===== src/rtl/cpuDefine_pkg.sv =====
// Shared CPU types for the bypass/hazard unit: register number, data word,
// default register count and the per-stage forwarding source record.
package cpuDefine;

    localparam int unsigned GR_W     = 5;
    localparam int unsigned DATA_W   = 32;
    localparam int unsigned NREG_DEF = 32;

    typedef logic [GR_W-1:0]   Gr;
    typedef logic [DATA_W-1:0] DType;

    typedef struct packed {
        logic wen;
        Gr    rd_no;
        DType data;
        logic data_vld;
    } fwd_src_t;

endpackage


===== src/rtl/bypass_port_mux.sv =====
// Single source-operand resolver: youngest-first forwarding select over all
// forwarding stages, register-0 zeroing, and the operand's hazard flag.
module bypass_port_mux
    import cpuDefine::*;
#(
    parameter int unsigned NUM_FWD_STAGES = 3
) (
    input  logic                                used,
    input  logic [GR_W-1:0]                     rs_no,
    input  logic [DATA_W-1:0]                   rf_data,
    input  fwd_src_t [NUM_FWD_STAGES-1:0]       fwd,
    input  logic                                pending,
    input  logic                                cmpl_hit,
    output logic [DATA_W-1:0]                   data,
    output logic                                hazard
);

    logic hit;
    logic hit_vld;

    // Pick the youngest matching stage, fall back to the register file, then flag a hazard
    always_comb begin
        hit     = 1'b0;
        hit_vld = 1'b1;
        data    = rf_data;
        for (int unsigned s = 0; s < NUM_FWD_STAGES; s++) begin
            if (!hit && fwd[s].wen && (fwd[s].rd_no == rs_no)) begin
                hit     = 1'b1;
                hit_vld = fwd[s].data_vld;
                data    = fwd[s].data;
            end
        end
        if (rs_no == '0) begin
            data = '0;
        end

        hazard = 1'b0;
        if (used && (rs_no != '0)) begin
            // A stage match hides the scoreboard: only its result availability matters.
            if (hit) begin
                hazard = !hit_vld;
            end else begin
                hazard = pending && !cmpl_hit;
            end
        end
    end

endmodule


===== src/rtl/bypass_scoreboard.sv =====
// Operand bypass and hazard unit: resolves NUM_RD_PORTS source operands against
// NUM_FWD_STAGES forwarding stages and tracks outstanding long-latency writes.
// Optional feature macro: BYPASS_PERF_CNT_EN adds saturating stall-cycle and
// forwarding-hit performance counters.
module bypass_scoreboard
    import cpuDefine::*;
#(
    parameter int unsigned NUM_RD_PORTS   = 3,
    parameter int unsigned NUM_FWD_STAGES = 3,
    parameter int unsigned NREG           = NREG_DEF
) (
    input  logic                                    clk,
    input  logic                                    rst_n,
    input  logic [NUM_RD_PORTS-1:0]                 rs_used,
    input  logic [NUM_RD_PORTS-1:0][GR_W-1:0]       rs_no,
    input  logic [NUM_RD_PORTS-1:0][DATA_W-1:0]     rs_rf_data,
    input  logic [NUM_FWD_STAGES-1:0]               fwd_wen,
    input  logic [NUM_FWD_STAGES-1:0][GR_W-1:0]     fwd_rd_no,
    input  logic [NUM_FWD_STAGES-1:0][DATA_W-1:0]   fwd_data,
    input  logic [NUM_FWD_STAGES-1:0]               fwd_data_vld,
    input  logic                                    issue_valid,
    input  logic                                    issue_long,
    input  logic [GR_W-1:0]                         issue_rd_no,
    input  logic                                    cmpl_valid,
    input  logic [GR_W-1:0]                         cmpl_rd_no,
    input  logic                                    flush,
    output logic [NUM_RD_PORTS-1:0][DATA_W-1:0]     rs_data_o,
    output logic                                    stall_o
`ifdef BYPASS_PERF_CNT_EN
   ,output logic [31:0]                             perf_stall_cyc,
    output logic [31:0]                             perf_fwd_hit
`endif
);

    fwd_src_t [NUM_FWD_STAGES-1:0] fwd_src;
    logic [NREG-1:0]               pending;
    logic [NREG-1:0]               pending_nxt;
    logic [NUM_RD_PORTS-1:0]       hazard;
    logic                          issue_fire;

    // Gather the per-stage forwarding inputs into source records
    always_comb begin
        for (int unsigned s = 0; s < NUM_FWD_STAGES; s++) begin
            fwd_src[s] = '{wen:      fwd_wen[s],
                           rd_no:    fwd_rd_no[s],
                           data:     fwd_data[s],
                           data_vld: fwd_data_vld[s]};
        end
    end

    genvar p;
    generate
        for (p = 0; p < NUM_RD_PORTS; p++) begin : g_port
            bypass_port_mux #(
                .NUM_FWD_STAGES (NUM_FWD_STAGES)
            ) u_mux (
                .used     (rs_used[p]),
                .rs_no    (rs_no[p]),
                .rf_data  (rs_rf_data[p]),
                .fwd      (fwd_src),
                .pending  (pending[rs_no[p]]),
                .cmpl_hit (cmpl_valid && (cmpl_rd_no == rs_no[p])),
                .data     (rs_data_o[p]),
                .hazard   (hazard[p])
            );
        end
    endgenerate

    assign stall_o    = |hazard;
    assign issue_fire = issue_valid && !stall_o && !flush;

    // Next scoreboard state: clear on completion first so a same-register issue wins
    always_comb begin
        pending_nxt = pending;
        if (cmpl_valid) begin
            pending_nxt[cmpl_rd_no] = 1'b0;
        end
        if (issue_fire && issue_long && (issue_rd_no != '0)) begin
            pending_nxt[issue_rd_no] = 1'b1;
        end
        pending_nxt[0] = 1'b0;
    end

    // Scoreboard register; flush drops every in-flight long op
    always_ff @(posedge clk or negedge rst_n) begin
        if (!rst_n) begin
            pending <= '0;
        end else if (flush) begin
            pending <= '0;
        end else begin
            pending <= pending_nxt;
        end
    end

`ifdef BYPASS_PERF_CNT_EN
    logic any_fwd_hit;

    // A used, non-zero operand that matches any writing stage takes forwarded data
    always_comb begin
        any_fwd_hit = 1'b0;
        for (int unsigned i = 0; i < NUM_RD_PORTS; i++) begin
            for (int unsigned s = 0; s < NUM_FWD_STAGES; s++) begin
                if (rs_used[i] && (rs_no[i] != '0) && fwd_wen[s] &&
                    (fwd_rd_no[s] == rs_no[i])) begin
                    any_fwd_hit = 1'b1;
                end
            end
        end
    end

    // Saturating performance counters
    always_ff @(posedge clk or negedge rst_n) begin
        if (!rst_n) begin
            perf_stall_cyc <= '0;
            perf_fwd_hit   <= '0;
        end else begin
            if (stall_o && (perf_stall_cyc != '1)) begin
                perf_stall_cyc <= perf_stall_cyc + 32'd1;
            end
            if (any_fwd_hit && (perf_fwd_hit != '1)) begin
                perf_fwd_hit <= perf_fwd_hit + 32'd1;
            end
        end
    end
`endif

endmodule

===== config.mk =====
export PLATFORM = sky130hd
export DESIGN_NAME = bypass_scoreboard
export DESIGN_NICKNAME = d
export VERILOG_FILES = /design/src/rtl/cpuDefine_pkg.sv /design/src/rtl/bypass_port_mux.sv /design/src/rtl/bypass_scoreboard.sv
export SDC_FILE = /design/constraint.sdc
export NUM_CORES = 1
export LEC_CHECK = 0
export CORE_ASPECT_RATIO = 0.6
export CORE_MARGIN = 4
export CORE_UTILIZATION = 38
export DETAILED_ROUTE_END_ITERATION = 10
export PLACE_DENSITY = 0.8
export SYNTH_ARGS = -nofsm -noshare
export SYNTH_HDL_FRONTEND = slang
export SYNTH_SLANG_ARGS = --single-unit

===== constraint.sdc =====
create_clock -name clk -period 2.8 [get_ports clk]
set_input_delay 0.56 -clock clk [delete_from_list [all_inputs] [get_ports clk]]
set_output_delay 0.56 -clock clk [all_outputs]
set_load 0.005 [all_outputs]

==> results.json <==
{
  "syn_area_per_cell_sq_um": 7.32,
  "synthSimpleGateAreaFrac_pct": 25.9,
  "first_pass_iters": 7,
  "placed_area_sq_um": 11600,
  "drt_iter0_drc": 2193,
  "path_common_cell": "buf_6",
  "row_count": 37,
  "drive_gt1_share_pct": 48.8,
  "viasPerCell": 6.94,
  "async_flop_share_pct": 100,
  "die_w_microns": 180,
  "cts_max_level": 2,
  "n_fill_cell": 875,
  "reg2reg_depth": 7,
  "layout_setup_ws_ns": -0.859,
  "largest_register": "pending",
  "tns_ns": -44.71,
  "hold_viol": 0,
  "status": "complete, but fails checks",
  "grt_pass1_vias": 10400,
  "yosys-mux-area-fraction_pct": 18.1,
  "fin_skew_ns": 0.00366,
  "grt.met3_usage_pct": 12.1,
  "synth_flop_cell": "dfrtp_1",
  "synth_edf_count": 0,
  "synth_nets": 1170,
  "hp-class": "flop to flop",
  "grt.busiest_layer": "met2",
  "largest_reg_flops": 31,
  "holdPathStages": 2,
  "worst_ep_arrival_time_ns": 3.10,
  "clk_pin_slew_worst_paths_ns": 0.05,
  "cts_buffer_depth": 2,
  "dp_hpwl_mm": 29.3,
  "cp_max_fo": 7,
  "initial_utilization_pct": 39.1,
  "rsz0062_at_grt": "true",
  "setup_violations": 128,
  "met2_usage_pct": 61.3,
  "slowest_delay_ns": 0.56,
  "routedWlPerCell_microns": 31.8,
  "drc": 0,
  "die_y_microns": 111,
  "yosysTopAreaCellShare_pct": 11.5,
  "clock-root-buffer": "clkbuf_16",
  "route.vias.total": 11700,
  "die_area_sq_um": 20100,
  "cts_made_buffers": 5,
  "synth_area_leaders": "dfrtp_1 11%, nor2_1 11%, mux2i_1 11%, a211oi_1 7.3%, xor2_1 6.2%",
  "cp_slowest_cell": "mux2i_4",
  "portBuffers": 343,
  "postLayoutCellArea_sq_um": 14700,
  "ys_seq_area_share_pct": 11.5,
  "io_pins": 344,
  "ctsHoldBuffers": 0,
  "grt_start_max_net_pins": 35,
  "clock-sinks": 31,
  "min_period_ns": 3.66,
  "pwr_density_cell_nw_per_um2": 201,
  "final_cell_mix": "213 x clkdlybuf4s50_1, 176 x nor2_1, 118 x buf_4, 103 x buf_2, 101 x buf_6",
  "fmax_mhz": 273,
  "synth_top_area_cell": "dfrtp_1",
  "overflow": 0,
  "path_cells": "buf_8, buf_6, xor2_2, nor4_2, and3_4, buf_12, buf_6, mux2i_4, a211oi_4, a21oi_2, nor2_1, buf_2",
  "globalRouteTotalUtil_pct": 40.3,
  "tritoncts": "yes",
  "fin_util_pct": 85.2,
  "critPathCaptureType": "output pin",
  "clock_latency_ns": 0.28,
  "slew_headroom_pct": 52.5,
  "drv_slew": 0,
  "synth-xor-area-share_pct": 7.78,
  "worstMarginPinSlew_ns": 0.706,
  "synth_top_family_by_area": "compound AO/OA/AOI/OAI gates",
  "final_common_cell": "clkdlybuf4s50_1",
  "critical_path_class": "input port to output pin",
  "ys_ff_latch": 31,
  "cp_data_required_time_ns": 2.24,
  "synth_compound_area_share_pct": 29.4,
  "timing.final.crit_share_pct": 131,
  "peakVddDrop_uv": 262,
  "routed_wl_mm": 53.5,
  "synth_cells": 923,
  "ys_types": 47,
  "antenna_found_initial": 8,
  "timing.max_cap.violations": 0,
  "synth_warnings": 0,
  "grt_pass1_wl_mm": 64.2,
  "nNetsFinal": 1688,
  "area_growth_pct": 118,
  "leakage_nw": 5.89,
  "globalRouteMet1Util_pct": 53.2,
  "synth_adder_area_share_pct": 0,
  "top_regs": "pending (31)",
  "core-area_sq_um": 17300,
  "critPathLaunchType": "input port",
  "ant_nets": 0,
  "violations": "setup timing",
  "synth_area_sq_um": 6760,
  "gp_congestion": 1.00
}
==> synth_stat cells, types with 2 or more instances <==
cell type,instances
dfrtp_1,31
mux4_2,17
nand2_1,20
nand3b_1,25
xnor2_1,12
a221oi_1,34
clkbuf_1,53
nor2_1,203
buf_2,32
inv_1,4
or2_2,4
nor3_1,8
and3_1,8
buf_4,5
o21ai_0,19
buf_1,10
mux2i_1,73
mux4_1,3
a2bb2oi_1,32
nor2b_1,21
nor4_1,14
a211oi_1,66
nand4_1,2
nor4b_1,3
mux2_2,3
a31oi_1,4
o31ai_2,29
buf_6,4
xor2_1,48
and3b_1,2
nand2b_1,6
nand3_1,41
nor3b_1,7
a21oi_1,67
==> logic make-up after synthesis <==
| kind of cell | count (synthesis) |
|---|---|
| AOI/OAI and AO/OA | 259 |
| and+or+nand+nor | 369 |
| muxes | 96 |
| xor gates and xnor gates | 60 |
| DFF | 31 |
| buffers and inverters | 108 |
==> through the flow <==
stage | hold WS [ns] | power [W] | setup slack (ns) | cells
floorplan | 0.264 | 0.00103 | -0.0221 | 923
CTS | 0.611 | 0.00262 | -0.380 | 1640
finish | 0.615 | 0.00296 | -0.859 | 1681
detailed placement | 0.576 | 0.00197 | -1.41 | 1552
global route | 0.645 | 0.00303 | -0.873 | 1681
global placement | 0.574 | 0.00196 | -1.40 | 1552
==> final timing paths <==
kind	start	endpoint	slack [ns]
max in group asynchronous	rst_n	pending[3]	1.82
setup / recovery	rs_no[7]	rs_data_o[46]	-0.86
hold reg to reg	pending[2]	pending[2]	0.61
setup reg to reg	pending[12]	pending[25]	0.10
min in group asynchronous	rst_n	pending[14]	0.67
hold / removal	pending[2]	pending[2]	0.61
==> power breakdown <==
group	switching (W)	internal, W
Combinational	0.000969	0.000977
Clock	0.000186	0.000378
Sequential	0.00000168	0.000450
==> critical path: cells and delay by family <==
family	cells	cell delay, ns
buffers and inverters	5	0.78
XOR/XNOR	1	0.18
AO/OA/AOI/OAI	2	0.35
multiplexers	1	0.56
AND/OR/NAND/NOR	3	0.66
==> repair_timing <==
item | 4_1_cts | 5_1_grt
cloned | 16 | 5
pin swaps | 129 | 97
gates resized for setup | 740 | 249
setup endpoints to repair | 128 | 128
setup buffers | 70 | 49
==> per-layer routing <==
metal,wire length [microns],part of all wire [%]
met2,21300,40
met3,8500,16
met1,18400,34
met4,5220,9.8
met5,147,0.27
==> area by class of cell <==
cell class | instances | area [sq um] | area share [%]
Antenna cell | 5 | 12.5 | 0.0851
Clock buffer | 8 | 156 | 1.06
Inverter | 4 | 15.0 | 0.102
Multi-Input combinational cell | 784 | 7250 | 49.3
Sequential cell | 31 | 776 | 5.28
Tap cell | 234 | 293 | 1.99
Timing Repair Buffer | 615 | 6200 | 42.2
(Power assumes the default switching activity.)
